**config.mk**
```make
export PLATFORM = sky130hd
export DESIGN_NAME = store_unit_flat
export DESIGN_NICKNAME = d
export VERILOG_FILES = /design/src/rtl/store_pkg.sv /design/src/rtl/store_unit_if.sv /design/src/rtl/store_lane_align.sv /design/src/rtl/store_unit.sv /design/src/flat_wrapper.sv
export SDC_FILE = /design/constraint.sdc
export NUM_CORES = 1
export LEC_CHECK = 0
export CAP_MARGIN = 20
export CELL_PAD_IN_SITES_DETAIL_PLACEMENT = 1
export CELL_PAD_IN_SITES_GLOBAL_PLACEMENT = 1
export CORE_AREA = 2 2 101 103
export DETAILED_ROUTE_END_ITERATION = 7
export DIE_AREA = 0 0 103 105
export PLACE_DENSITY_LB_ADDON = 0.1
export SLEW_MARGIN = 20
export SYNTH_ARGS = -nofsm -noshare
export SYNTH_HDL_FRONTEND = slang
export SYNTH_SLANG_ARGS = --single-unit
```
**constraint.sdc**
```tcl
create_clock -name clk -period 2.1 [get_ports clk]
set_input_delay 0.63 -clock clk [delete_from_list [all_inputs] [get_ports clk]]
set_output_delay 0.63 -clock clk [all_outputs]
set_load 0.05 [all_outputs]
```
**src/rtl/store_pkg.sv**
```systemverilog
// store_pkg: shared constants, FSM encoding and the funct3-to-byte-mask helper
// for the store path.
package store_pkg;

    localparam logic [2:0] F3_SB = 3'b000;
    localparam logic [2:0] F3_SH = 3'b001;
    localparam logic [2:0] F3_SW = 3'b010;

    localparam logic [3:0] MASK_B    = 4'b0001;
    localparam logic [3:0] MASK_H    = 4'b0011;
    localparam logic [3:0] MASK_W    = 4'b1111;
    localparam logic [3:0] MASK_NONE = 4'b0000;

    typedef enum logic [1:0] {
        StIdle  = 2'd0,
        StBeat0 = 2'd1,
        StBeat1 = 2'd2
    } state_e;

    // An empty mask marks an illegal funct3.
    function automatic logic [3:0] f3_mask(logic [2:0] f3);
        logic [3:0] m;
        case (f3)
            F3_SB:   m = MASK_B;
            F3_SH:   m = MASK_H;
            F3_SW:   m = MASK_W;
            default: m = MASK_NONE;
        endcase
        return m;
    endfunction

endpackage

```
**src/rtl/store_unit_if.sv**
```systemverilog
// store_unit_if: request handshake from execute plus the memory write-beat
// channel. The master modport is the side driving requests and mem_ready.
interface store_unit_if;

    logic        req_valid;
    logic        req_ready;
    logic [2:0]  req_funct3;
    logic [31:0] req_addr;
    logic [31:0] req_data;

    logic        mem_valid;
    logic        mem_ready;
    logic [31:0] mem_addr;
    logic [31:0] mem_wdata;
    logic [3:0]  mem_wstrb;

    logic        done;
    logic        err;

    modport master (
        output req_valid, req_funct3, req_addr, req_data, mem_ready,
        input  req_ready, mem_valid, mem_addr, mem_wdata, mem_wstrb, done, err
    );

    modport slave (
        input  req_valid, req_funct3, req_addr, req_data, mem_ready,
        output req_ready, mem_valid, mem_addr, mem_wdata, mem_wstrb, done, err
    );

endinterface

```
**src/rtl/store_lane_align.sv**
```systemverilog
// store_lane_align: combinational steering of rs2 onto a two-word lane window.
// The low word feeds beat 0, the high word feeds beat 1.
module store_lane_align
    import store_pkg::*;
(
    input  logic [2:0]  funct3,
    input  logic [1:0]  off,
    input  logic [31:0] data,
    output logic [63:0] wide,
    output logic [7:0]  strb8,
    output logic        split,
    output logic        legal
);

    logic [3:0] mask;

    // Shift mask and data by the byte offset into the 64-bit window.
    always_comb begin
        mask  = f3_mask(funct3);
        legal = (mask != MASK_NONE);
        strb8 = {4'b0000, mask} << off;
        wide  = {32'h0, data} << {off, 3'b000};
        split = |strb8[7:4];
    end

endmodule

```
**src/rtl/store_unit.sv**
```systemverilog
// store_unit: accepts one SB/SH/SW request and issues one (or, with
// STORE_SPLIT_EN defined, two) lane-steered memory write beats.
// Without STORE_SPLIT_EN only naturally aligned stores are executed.
module store_unit
    import store_pkg::*;
(
    input logic         clk,
    input logic         reset,
    store_unit_if.slave bus
);

    state_e      state;
    logic [63:0] wide;
    logic [7:0]  strb8;
    logic        split;
    logic        legal;
    logic        reject;

    store_lane_align u_align (
        .funct3 (bus.req_funct3),
        .off    (bus.req_addr[1:0]),
        .data   (bus.req_data),
        .wide   (wide),
        .strb8  (strb8),
        .split  (split),
        .legal  (legal)
    );

`ifdef STORE_SPLIT_EN
    logic [31:0] hi_data;
    logic [3:0]  hi_strb;
    logic        need_split;

    // Rejection: only an illegal funct3.
    always_comb reject = !legal;
`else
    logic unused_hi;

    // High half of the window never reaches memory in this build.
    always_comb unused_hi = ^{wide[63:32], strb8[7:4]};

    // Rejection: illegal funct3, word crossing, or SH at an odd address.
    always_comb reject = !legal || split ||
                         ((bus.req_funct3 == F3_SH) && bus.req_addr[0]);
`endif

    // FSM with registered handshake and memory outputs.
    always_ff @(posedge clk) begin
        if (reset) begin
            state         <= StIdle;
            bus.req_ready <= 1'b1;
            bus.mem_valid <= 1'b0;
            bus.mem_addr  <= 32'h0;
            bus.mem_wdata <= 32'h0;
            bus.mem_wstrb <= 4'h0;
            bus.done      <= 1'b0;
            bus.err       <= 1'b0;
`ifdef STORE_SPLIT_EN
            hi_data       <= 32'h0;
            hi_strb       <= 4'h0;
            need_split    <= 1'b0;
`endif
        end else begin
            bus.done <= 1'b0;
            bus.err  <= 1'b0;
            case (state)
                StIdle: begin
                    if (bus.req_valid) begin
                        if (reject) begin
                            bus.err <= 1'b1;
                        end else begin
                            state         <= StBeat0;
                            bus.req_ready <= 1'b0;
                            bus.mem_valid <= 1'b1;
                            bus.mem_addr  <= {bus.req_addr[31:2], 2'b00};
                            bus.mem_wdata <= wide[31:0];
                            bus.mem_wstrb <= strb8[3:0];
`ifdef STORE_SPLIT_EN
                            hi_data       <= wide[63:32];
                            hi_strb       <= strb8[7:4];
                            need_split    <= split;
`endif
                        end
                    end
                end
                StBeat0: begin
                    if (bus.mem_ready) begin
`ifdef STORE_SPLIT_EN
                        if (need_split) begin
                            state         <= StBeat1;
                            bus.mem_addr  <= bus.mem_addr + 32'd4;
                            bus.mem_wdata <= hi_data;
                            bus.mem_wstrb <= hi_strb;
                        end else begin
                            state         <= StIdle;
                            bus.mem_valid <= 1'b0;
                            bus.req_ready <= 1'b1;
                            bus.done      <= 1'b1;
                        end
`else
                        state         <= StIdle;
                        bus.mem_valid <= 1'b0;
                        bus.req_ready <= 1'b1;
                        bus.done      <= 1'b1;
`endif
                    end
                end
`ifdef STORE_SPLIT_EN
                StBeat1: begin
                    if (bus.mem_ready) begin
                        state         <= StIdle;
                        bus.mem_valid <= 1'b0;
                        bus.req_ready <= 1'b1;
                        bus.done      <= 1'b1;
                    end
                end
`endif
                default: begin
                    state         <= StIdle;
                    bus.mem_valid <= 1'b0;
                    bus.req_ready <= 1'b1;
                end
            endcase
        end
    end

endmodule

```
**src/flat_wrapper.sv**
```systemverilog
// flat-port wrapper written by rule: the top's interface ports become plain ports
module store_unit_flat import store_pkg::*;
  (clk, reset, bus_req_valid, bus_req_funct3, bus_req_addr, bus_req_data, bus_mem_ready, bus_req_ready, bus_mem_valid, bus_mem_addr, bus_mem_wdata, bus_mem_wstrb, bus_done, bus_err);
  store_unit_if bus_i ();
  input logic clk;
  input logic reset;
  input wire logic [$bits(bus_i.req_valid)-1:0] bus_req_valid;
  input wire logic [$bits(bus_i.req_funct3)-1:0] bus_req_funct3;
  input wire logic [$bits(bus_i.req_addr)-1:0] bus_req_addr;
  input wire logic [$bits(bus_i.req_data)-1:0] bus_req_data;
  input wire logic [$bits(bus_i.mem_ready)-1:0] bus_mem_ready;
  output wire logic [$bits(bus_i.req_ready)-1:0] bus_req_ready;
  output wire logic [$bits(bus_i.mem_valid)-1:0] bus_mem_valid;
  output wire logic [$bits(bus_i.mem_addr)-1:0] bus_mem_addr;
  output wire logic [$bits(bus_i.mem_wdata)-1:0] bus_mem_wdata;
  output wire logic [$bits(bus_i.mem_wstrb)-1:0] bus_mem_wstrb;
  output wire logic [$bits(bus_i.done)-1:0] bus_done;
  output wire logic [$bits(bus_i.err)-1:0] bus_err;
  assign bus_i.req_valid = bus_req_valid;
  assign bus_i.req_funct3 = bus_req_funct3;
  assign bus_i.req_addr = bus_req_addr;
  assign bus_i.req_data = bus_req_data;
  assign bus_i.mem_ready = bus_mem_ready;
  assign bus_req_ready = bus_i.req_ready;
  assign bus_mem_valid = bus_i.mem_valid;
  assign bus_mem_addr = bus_i.mem_addr;
  assign bus_mem_wdata = bus_i.mem_wdata;
  assign bus_mem_wstrb = bus_i.mem_wstrb;
  assign bus_done = bus_i.done;
  assign bus_err = bus_i.err;
  store_unit u_core (.clk(clk), .reset(reset), .bus(bus_i));
endmodule
```
---- Word-level counts from Yosys, hierarchy flattened ----
Cells that the tools add are included.
storage, ports and cells
  register bits after elaboration ......... 72
  output and inout bits ................... 72
  word-level logic and storage cells ...... 47
  bits in latches ......................... 0
  input port bits ......................... 71
  bits in read-only memories .............. 0
  memories ................................ 0
  bits in writable memories ............... 0
cells by class
  reductions and logical operators ........ 12
  multipliers ............................. 0
  shift-type cells ........................ 2
  mux-type cells .......................... 15
  div/mod/pow operators ................... 0
  bitwise operators ....................... 4
  magnitude comparators ................... 0
  equal/unequal tests ..................... 6
  $add $sub $neg .......................... 0
operator list
  kind                                           number
  << shifter 32 x 5 -> 32 bit                    1
  one-hot mux 4 bit (3 select lines)             1
  two-way mux 1 bit                              8
  << shifter 4 x 2 -> 8 bit                      1
  two-way mux 2 bit                              3
  inequality test 2 bit, second input constant   3
  AND reduction 3 bit                            2
  inverter 1 bit                                 4
  one-hot mux 1 bit (2 select lines)             2
  one-hot mux 2 bit (2 select lines)             1
  nonzero test 4 bit                             1
  OR reduction 4 bit                             1
  == test 3 x 1 -> 1 bit, second input constant  1
  == test 3 x 2 -> 1 bit, second input constant  1
  logical NOT 3 bit                              1
  OR reduction 3 bit                             1
  == test 2 x 1 -> 1 bit, second input constant  1
  logical NOT 2 bit                              1
  logical OR 1 bit                               2
  OR reduction 2 bit                             1
  logical AND 1 bit                              1
  logical NOT 1 bit                              1

---- Logic depth before layout (Yosys ltp) ----
Gate-level depths: netlist of the first run.
  word-level depth ........................ 9
  mapped depth ............................ 6
  mapped depth without buffers ............ 4

---- Cells and area by module ----
Synthesis of the first run repeated with hierarchy kept, for this count alone.
unflattened totals
  cell total of the unflattened synthesis .. 426
  area, all modules ....................... 4,057.6 um^2
by module, submodules not included
  module            instances  cells each  seq. area each (um^2)  area an instance (um^2)
  store_unit        1          304         1,401.3                3,131.8
  store_lane_align  1          122         0.0                    925.9

---- Worst setup path before layout of the first run ----
Ideal clock, no wire load.
  path kind ............................... input-to-reg
  start point ............................. input port bus_req_addr[0]
  end point ............................... register u_core.bus.mem_wdata[10]
  arrival ................................. 1,539 ps
  buffers on the path ..................... 1
  cell stages on the path ................. 5
  setup slack ............................. 491 ps
  required time ........................... 2,030 ps
  setup time .............................. 70 ps
  cell sequence ........................... nor3_2 > o21ai_2 > buf_6 > or3_1 > a21oi_1
between the ends
  word-level cells in the longest chain between the ends .. 6
  elaborated cells on any way between the ends .. 8
  classes of those cells .................. shift (2); bitwise (1); reduce/logical (5)
RTL lines
  element                        RTL line                text
  from (decl)                    flat_wrapper.sv:9       input wire logic [$bits(bus_i.req_addr)-1:0] bus_req_addr;
  << shifter 4 x 2 -> 8 bit      store_lane_align.sv:21  strb8 = {4'b0000, mask} << off;
  OR reduction 4 bit             store_lane_align.sv:23  split = |strb8[7:4];
  logical OR 1 bit (2 in a row)  store_unit.sv:43        always_comb reject = !legal || split ||
  inverter 1 bit (no line)       -
  AND reduction 3 bit (no line)  -
  to (signal assigned)           store_unit.sv:76        bus.mem_wdata <= wide[31:0];
  to (decl)                      store_unit_if.sv:27     output req_ready, mem_valid, mem_addr, mem_wdata, mem_wstrb, done, err
Parallel ways exist; a longest one is shown, timed or not.
A chain may end at the register's enable or synchronous reset.

---- Worst setup path after layout of the first run ----
Same ends and word-level chain as after synthesis.

==> results of run 1 <==
==> registers in the layout (all words and copies together) (netlist names) <==
name	count
u_core.bus.mem_wdata	32
u_core.state	1
u_core.bus.mem_addr	30
u_core.bus.err	1
u_core.bus.mem_wstrb	4
u_core.bus.done	1
u_core.bus.req_ready	1
==> layer usage <==
metal / GRT usage / wire length, µm
met5: 0 / 0
met4: 0.0620 / 140
met3: 0.0455 / 535
met2: 0.295 / 4800
met1: 0.233 / 4370
==> path summary, 6_finish.rpt <==
path	start	endpoint	slack, ps	cells after the start
max	bus_req_addr[0]	u_core.bus.mem_wdata[10]	80	6
min	u_core.bus.mem_wdata[12]	u_core.bus.mem_wdata[12]	450	2
max reg2reg	u_core.state[0]	u_core.bus.mem_wdata[10]	560	5
min reg2reg	u_core.bus.mem_wdata[12]	u_core.bus.mem_wdata[12]	450	2
==> metrics by stage <==
| step | setup WS, ps | hold WS, ps | total power, mW | TNS [ps] |
|---|---|---|---|---|
| 2_1_floorplan | 491 | 667 | 1.77 | 0 |
| 3_3_place_gp | -283 | 440 | 2.07 | -8940 |
| 3_5_place_dp | -364 | 447 | 2.08 | -12610 |
| 4_1_cts | 114 | 453 | 3.46 | 0 |
| 5_1_grt | 15.5 | 474 | 3.56 | 0 |
| 6_report | 81.5 | 449 | 3.42 | 0 |
==> cells in the mapped netlist <==
library cell  number
o31ai_1            1
o21ai_0            1
a211oi_1           8
or3_1             10
o21bai_1           1
o21a_1             2
nor2_1            21
nand2_1           97
nor4b_1            1
a21oi_1           61
mux2i_1           16
mux2_2             8
clkbuf_1          10
nor3_2             1
o21ai_2            1
nor3_1             8
buf_4              9
o211ai_1           9
nand3_1            9
buf_2             11
dfxtp_1           70
nor2b_1            1
nand4_1            1
conb_1             1
nor3b_2            1
nand2b_1           1
a21oi_2            1
buf_6              2
==> where the power goes <==
part           leakage, nW  internal [mW]  switching [mW]  total, mW
registers            0.568           1.37          0.0242       1.40
clock network        0.122          0.854           0.524       1.38
logic                 1.20          0.277           0.365      0.642
total                 1.89           2.50           0.913       3.42
==> critical path, stage by stage <==
cell             delay (ps)
clkdlybuf4s50_1         510
nor3_2                  370
o21ai_4                 100
buf_12                  170
or3_1                   360
a21oi_1                 150
==> cell usage in the layout, fill, tap and decap left out, types with 3 or more instances in the layout <==
cell type and count:
buf_12 4, dfxtp_1 70, a21oi_1 61, a211oi_1 8, nand3_1 9, clkdlybuf4s50_1 69
nand2_1 97, bufinv_16 3, or3_1 10, buf_4 85, dlygate4sd2_1 9, nor2_1 21
o211ai_1 9, mux2_2 8, nor3_1 8, mux2i_1 16, clkbuf_8 11
==> area by class of cell <==
type                            count  area [µm²]
Fill cell                        1180        4930
Timing Repair Buffer              168        1490
Sequential cell                    70        1400
Multi-Input combinational cell    262        1400
Tap cell                          133         166
Clock buffer                       11         151
Clock inverter                      5         105
==> cells by family after synthesis <==
kind of cell	Yosys count
mux	24
flops	70
simple gates	151
compound gates	85
buf+inv	32
other cells	1
==> results.toml, run 1 <==
[status]
outcome = "complete, no violations"

[logic_synthesis]
synthMuxAreaShare = 0.0844
synthSimpleGateAreaFrac = 0.216
synth_compound_area_frac = 0.164
synth_area_leaders = "dfxtp_1 (47%), nand2_1 (12%), a21oi_1 (10%)"
syn_area_per_cell_um2 = 8.17
synth_top_family_by_area = "simple AND/OR/NAND/NOR gates"
netlist_area_mm2 = 0.00296
ys_seq_area_frac = 0.473
ys.warnings.count = 0
synth.ff_latch_count = 70
ys_types = 28
synthAdderAreaFrac = 0
synth_area_leader_cell = "dfxtp_1"
synth_cells = 363
yosys.area.top_type_share = 0.473
synth_xor_area_frac = 0

[sta]
min_period_ps = 2020
slew_headroom = 0.525
hold_violations = 0
skew_ps = 10.3
fmax_mhz = 495
setup_viol = 0
drv_slew = 0
rsz0062_at_grt = "false"
worst_slew_pin_slew_ps = 709
finalCritPeriodShare = 0.961

[die]
io_pins = 143
die_area_mm2 = 0.0108
initial_core_util = 0.308
die_w_um = 103
die_y_um = 105
core_mm2 = 0.00964
num_rows = 36

[routing]
drc = 0
wl_per_cell_um = 15.2
drtAntennaViolNets = 0
vias = 3047
viasPerCell = 4.69
first_pass_iters = 4
drt_iter0_markers = 87
routed_wl_mm = 9.85

[place]
place_area_mm2 = 0.00446
portBuffers = 140
placed_cells = 633
gp_congestion = 0.801
dp_hpwl_mm = 7.41

[worst_setup_path]
cp_max_fo = 23
required_ps = 2380
critPathLaunchType = "primary input"
critical_path_arrival_ps = 2300
cp-end-kind = "register"
crit_type = "primary input to register"

[global_route]
antenna_found_initial = 0
grt_max_degree = 29
grt_util_all_layers = 0.182
grt_pass1_vias = 3015
grt_pass1_wl_mm = 15.4
overflow = 0

[finish]
synthToLayoutAreaGrowth_pct = 59.0
stdcell_area_mm2 = 0.00471
nNetsFinal = 582
instances_no_fill = 649
post-route-util = 0.489
num_antenna_cells = 0
drive_above_1_share = 0.233

[power_and_ir_drop]
leakage_nw = 1.89
irDropWorstVdd_mv = 0.428
p_per_area_mw_per_mm2 = 725

[hold_path]
worstHoldPathType = "register to register"

[clock_tree]
insertion_delay_ps = 350
clock_sinks = 70
cts_tree = "yes"
cts_buffers = 9
cts-root-buf = "clkbuf_8"
cts_hold_buf = 0
h-tree-depth = 3
cts.path.max_buffers = 2
post_cts.repair.setup_buffers = 0
cts_resized = 10
clk_pin_slew_ps = 80

[job]
cap_violations = 0
No activity file was read; power rests on OpenSTA's default activity.
==> run 2: changes to the inputs <==
--- a/config.mk
+++ b/config.mk
@@ -9,10 +9,11 @@
 export CELL_PAD_IN_SITES_DETAIL_PLACEMENT = 1
 export CELL_PAD_IN_SITES_GLOBAL_PLACEMENT = 1
 export CORE_AREA = 2 2 101 103
+export CTS_BUF_LIST = sky130_fd_sc_hd__clkbuf_16
 export DETAILED_ROUTE_END_ITERATION = 7
 export DIE_AREA = 0 0 103 105
 export PLACE_DENSITY_LB_ADDON = 0.1
-export SLEW_MARGIN = 20
+export SLEW_MARGIN = 25
 export SYNTH_ARGS = -nofsm -noshare
 export SYNTH_HDL_FRONTEND = slang
 export SYNTH_SLANG_ARGS = --single-unit
==> results.toml, run 2 (same netlist as run 1, synthesis figures left out) <==
[sta]
hold_violations = 0
fmax_mhz = 491
slew_headroom = 0.529
fin_setup_tns_ps = 0
skew_ps = 8.69
setup_viol = 0
drv_slew = 0
finalCritPeriodShare = 0.970
min_period_ps = 2040
rsz0062_at_grt = "true"
worst_slew_pin_slew_ps = 704

[worst_setup_path]
critical_path_arrival_ps = 2300
critPathLaunchType = "primary input"
critPathSlowestCell = "clkdlybuf4s50_1"
cp_max_fo = 23
cp-end-kind = "register"
required_ps = 2360
critical_path.cell_chain = "clkdlybuf4s50_1 -> nor3_2 -> o21ai_4 -> buf_12 -> or3_1 -> a21oi_1"
crit_type = "primary input to register"
worstPathBufferInverterCount = 2
critPathTopFamily = "simple AND/OR/NAND/NOR gates"
max_stage_delay_ps = 510

[finish]
fillers = 1159
final_common_cell = "nand2_1"
most-common-layout-cells = "nand2_1 (97), buf_4 (85), dfxtp_1 (70)"
reg_top3 = "u_core.bus.mem_wdata: 32 flops, u_core.bus.mem_addr: 30 flops, u_core.bus.mem_wstrb: 4 flops"
regMostFlops = "u_core.bus.mem_wdata"
drive_above_1_share = 0.229
synthToLayoutAreaGrowth_pct = 62.3
num_antenna_cells = 0
post-route-util = 0.499
stdcell_area_mm2 = 0.00481
nNetsFinal = 582
largest_register_ffs = 32

[die]
die_area_mm2 = 0.0108
die_y_um = 105
die_w_um = 103
io_pins = 143
core_mm2 = 0.00964
num_rows = 36
initial_core_util = 0.308

[job]
cap_violations = 0

[clock_tree]
insertion_delay_ps = 330
cts-root-buf = "clkbuf_16"
clock_sinks = 70
cts_hold_buf = 0
cts_tree = "yes"
post_cts.repair.setup_buffers = 0
cts.path.max_buffers = 2
clk_pin_slew_ps = 60
cts_buffers = 9
h-tree-depth = 3

[global_route]
met2_usage = 0.296
grt_max_degree = 29
gr-usage-met1 = 0.238
grt.busiest_layer = "met2"
grt_pass1_wl_mm = 15.6
gr-usage-met3 = 0.0542
grt_pass1_vias = 3038
grt_util_all_layers = 0.185
antenna_found_initial = 0
overflow = 0

[routing]
first_pass_iters = 4
vias = 3064
drc = 0
drt_iter0_markers = 85
drtAntennaViolNets = 0
routed_wl_mm = 10.0
wl_per_cell_um = 15.4
viasPerCell = 4.72

[power_and_ir_drop]
pwr-share-clk = 0.458
switching_share = 0.256
switching_power_mw = 0.962
power_frac_seq = 0.371
leakage_nw = 2.00
combPwrFrac = 0.171
p_int_mw = 2.80
irDropWorstVdd_mv = 0.374
power_mw = 3.77
p_per_area_mw_per_mm2 = 783

[place]
place_area_mm2 = 0.00446
dp_hpwl_mm = 7.41
gp_congestion = 0.801
portBuffers = 140

[hold_path]
worstHoldPathType = "register to register"

[status]
outcome = "complete, no violations"
[run 2: cell types whose count changed in the layout (fill, tap and decap cells not counted), sizes merged]
cell / delta
dlymetal6s2s: +5
clkinv: +2
dlygate4sd2: -5
clkbuf: -2
[run 2: metal layers]
| metal | vias up | part of all wire |
|---|---|---|
| li1 | 1524 | - |
| met1 | 1449 | 0.44 |
| met2 | 79 | 0.49 |
| met3 | 12 | 0.059 |
| met4 | 0 | 0.013 |
| met5 | - | 0 |
[run 2: repair_timing]
item	in CTS	in global routing
setup endpoints to repair	8	12
gates resized for setup	5	5
pin swaps	0	0
[run 2: final cells by class]
type | count | area [µm²] | area share
Clock buffer | 9 | 225 | 0.0468
Clock inverter | 7 | 113 | 0.0234
Multi-Input combinational cell | 262 | 1400 | 0.290
Sequential cell | 70 | 1400 | 0.291
Tap cell | 133 | 166 | 0.0346
Timing Repair Buffer | 168 | 1510 | 0.314
[run 2: tightest hold or removal path, cell delays in order (launching register included)]
cell,delay [ps]
dfxtp_1,300
nand2_1,50
a21oi_1,50
[run 2: power groups by stage]
stage | Combinational [mW] | Sequential (mW) | Clock [mW]
after detailed placement | 0.650 | 1.43 | 0
after global placement | 0.643 | 1.43 | 0
after floorplan | 0.197 | 1.58 | 0
final | 0.645 | 1.40 | 1.72
after global routing | 0.688 | 1.40 | 1.84
after CTS | 0.652 | 1.40 | 1.76
[run 2: through the flow]
stage	worst slack (ps)	hold WS, ps	cells
after global placement	-283	440	633
after global routing	-10.1	474	649
after detailed placement	-364	447	633
final	62.2	448	649
after CTS	2.00	454	649
after floorplan	491	667	364
[run 2: worst paths after layout]
kind                                          startpoint                        to  slack [ps]  cells after the start
worst max-delay path                     bus_req_addr[0]  u_core.bus.mem_wdata[10]          60                      6
worst min-delay path            u_core.bus.mem_wdata[12]  u_core.bus.mem_wdata[12]         450                      2
worst max register to register           u_core.state[0]  u_core.bus.mem_wdata[10]         560                      5
worst min register to register  u_core.bus.mem_wdata[12]  u_core.bus.mem_wdata[12]         450                      2
==> run 3: changes to the inputs <==
--- a/config.mk
+++ b/config.mk
@@ -8,10 +8,10 @@
 export CAP_MARGIN = 20
 export CELL_PAD_IN_SITES_DETAIL_PLACEMENT = 1
 export CELL_PAD_IN_SITES_GLOBAL_PLACEMENT = 1
-export CORE_AREA = 2 2 101 103
+export CORE_AREA = 2 2 106 108
 export CTS_BUF_LIST = sky130_fd_sc_hd__clkbuf_16
 export DETAILED_ROUTE_END_ITERATION = 7
-export DIE_AREA = 0 0 103 105
+export DIE_AREA = 0 0 108 110
 export PLACE_DENSITY_LB_ADDON = 0.1
 export SLEW_MARGIN = 25
 export SYNTH_ARGS = -nofsm -noshare
==> constraint.sdc (replaced) <==
create_clock -name clk -period 2.2 [get_ports clk]
set_input_delay 0.66 -clock clk [delete_from_list [all_inputs] [get_ports clk]]
set_output_delay 0.66 -clock clk [all_outputs]
set_load 0.05 [all_outputs]
==> results.toml, run 3 (same netlist as run 1, synthesis figures left out) <==
[global_route]
grt_max_degree = 47
overflow = 0
grt_pass1_vias = 3147
antenna_found_initial = 0
grt_pass1_wl_mm = 16.3
grt_util_all_layers = 0.177

[routing]
drtAntennaViolNets = 0
first_pass_iters = 4
drt_iter0_markers = 72
routed_wl_mm = 10.5
viasPerCell = 4.72
drc = 0
wl_per_cell_um = 16.0
vias = 3088

[worst_setup_path]
worstPathBufferInverterCount = 1
max_stage_delay_ps = 810
critPathLaunchType = "register"
required_ps = 1540
reg2reg_depth = 5
cp-end-kind = "output port"
worst-path-stages = 1
crit_type = "register to output port"
critical_path.cell_chain = "clkdlybuf4s50_1"
cp_max_fo = 2
critical_path_arrival_ps = 1490
critPathSlowestCell = "clkdlybuf4s50_1"
critPathTopFamily = "buffers and inverters"

[die]
die_area_mm2 = 0.0119
die_w_um = 108
die_y_um = 110
num_rows = 38
initial_core_util = 0.277
io_pins = 143
core_mm2 = 0.0107

[sta]
worst_slew_pin_slew_ps = 641
fin_setup_tns_ps = 0
finalCritPeriodShare = 0.978
slew_headroom = 0.571
hold_violations = 0
rsz0062_at_grt = "false"
fmax_mhz = 465
drv_slew = 0
min_period_ps = 2150
skew_ps = 4.17
setup_viol = 0

[status]
outcome = "complete, no violations"

[clock_tree]
cts.path.max_buffers = 2
insertion_delay_ps = 320
cts_resized = 0
post_cts.repair.setup_buffers = 0
h-tree-depth = 3
cts_tree = "yes"
cts-root-buf = "clkbuf_16"
clock_sinks = 70
cts_hold_buf = 0
clk_pin_slew_ps = 50
cts_buffers = 9

[finish]
nNetsFinal = 580
largest_register_ffs = 32
synthToLayoutAreaGrowth_pct = 62.3
final_common_cell = "clkdlybuf4s50_1"
instances_no_fill = 654
regArea_mm2 = 0.00140
fillers = 1286
most-common-layout-cells = "clkdlybuf4s50_1 (115), nand2_1 (97), dfxtp_1 (70)"
multi_input_area_mm2 = 0.00139
regMostFlops = "u_core.bus.mem_wdata"
num_antenna_cells = 0
drive_above_1_share = 0.150
reg_top3 = "u_core.bus.mem_wdata: 32 flops, u_core.bus.mem_addr: 30 flops, u_core.bus.mem_wstrb: 4 flops"
post-route-util = 0.450

[power_and_ir_drop]
p_int_mw = 2.33
pwr-share-clk = 0.394
irDropWorstVdd_mv = 0.379
leakage_nw = 1.80
combPwrFrac = 0.194
switching_power_mw = 0.910
power_frac_seq = 0.412
switching_share = 0.281
p_per_area_mw_per_mm2 = 673

[place]
placed_cells = 638
portBuffers = 140
dp_hpwl_mm = 7.76
gp_congestion = 0.719

[job]
cap_violations = 0

[hold_path]
worstHoldPathType = "register to register"
holdPathStages = 2
[run 3: changes by cell type in the layout (fill, tap and decap cells not counted)]
cell	previous run	this run
clkinvlp_4	2	0
nor2b_1	0	1
clkdlybuf4s50_1	69	115
clkinv_4	0	1
buf_4	85	46
dlygate4sd2_1	4	0
nor2b_2	1	0
bufinv_16	3	0
dlymetal6s2s_1	5	0
clkinv_1	2	0
inv_1	0	3
clkinv_2	0	3
[run 3: final cells by class]
cell class / count / share of cell area
Multi-Input combinational cell: 262 / 0.289
Sequential cell: 70 / 0.291
Tap cell: 140 / 0.0364
Timing Repair Buffer: 166 / 0.329
Clock inverter: 7 / 0.00728
Clock buffer: 9 / 0.0468
[run 3: tightest hold or removal path, stage by stage (launching register included)]
cell and delay (ps):
dfxtp_1 300, nand2_1 50, a21oi_1 50
[run 3: metrics by stage]
stage / cell area [µm²] / power, mW / setup slack (ps) / hold slack, ps
4_1_cts: 4810 / 3.29 / 34.7 / 458
5_1_grt: 4810 / 3.40 / 2.78 / 477
6_report: 4810 / 3.24 / 49.4 / 453
3_3_place_gp: 4550 / 1.99 / -108 / 442
3_5_place_dp: 4550 / 1.99 / -154 / 450
2_1_floorplan: 2970 / 1.69 / 561 / 667
[run 3: metal layers]
metal | vias to the layer above | global-route usage | share of wire
li1 | 1521 | - | -
met1 | 1480 | 0.227 | 0.45
met2 | 80 | 0.302 | 0.49
met3 | 7 | 0.0464 | 0.059
met4 | 0 | 0.0385 | 0.0081
met5 | - | 0 | 0
[run 3: worst paths after layout]
path                            start                 endpoint  slack (ps)
min reg2reg    u_core.bus.mem_addr[5]   u_core.bus.mem_addr[5]         450
min            u_core.bus.mem_addr[5]   u_core.bus.mem_addr[5]         450
max reg2reg           u_core.state[0]  u_core.bus.mem_wdata[9]         730
max          u_core.bus.mem_wdata[14]        bus_mem_wdata[14]          50
[run 3: power by group through the flow]
stage          Combinational, mW  Sequential (mW)  Clock, mW
5_1_grt                    0.669             1.34       1.39
2_1_floorplan              0.188             1.50          0
6_report                   0.627             1.33       1.28
3_5_place_dp               0.631             1.36          0
3_3_place_gp               0.625             1.36          0
4_1_cts                    0.633             1.34       1.32
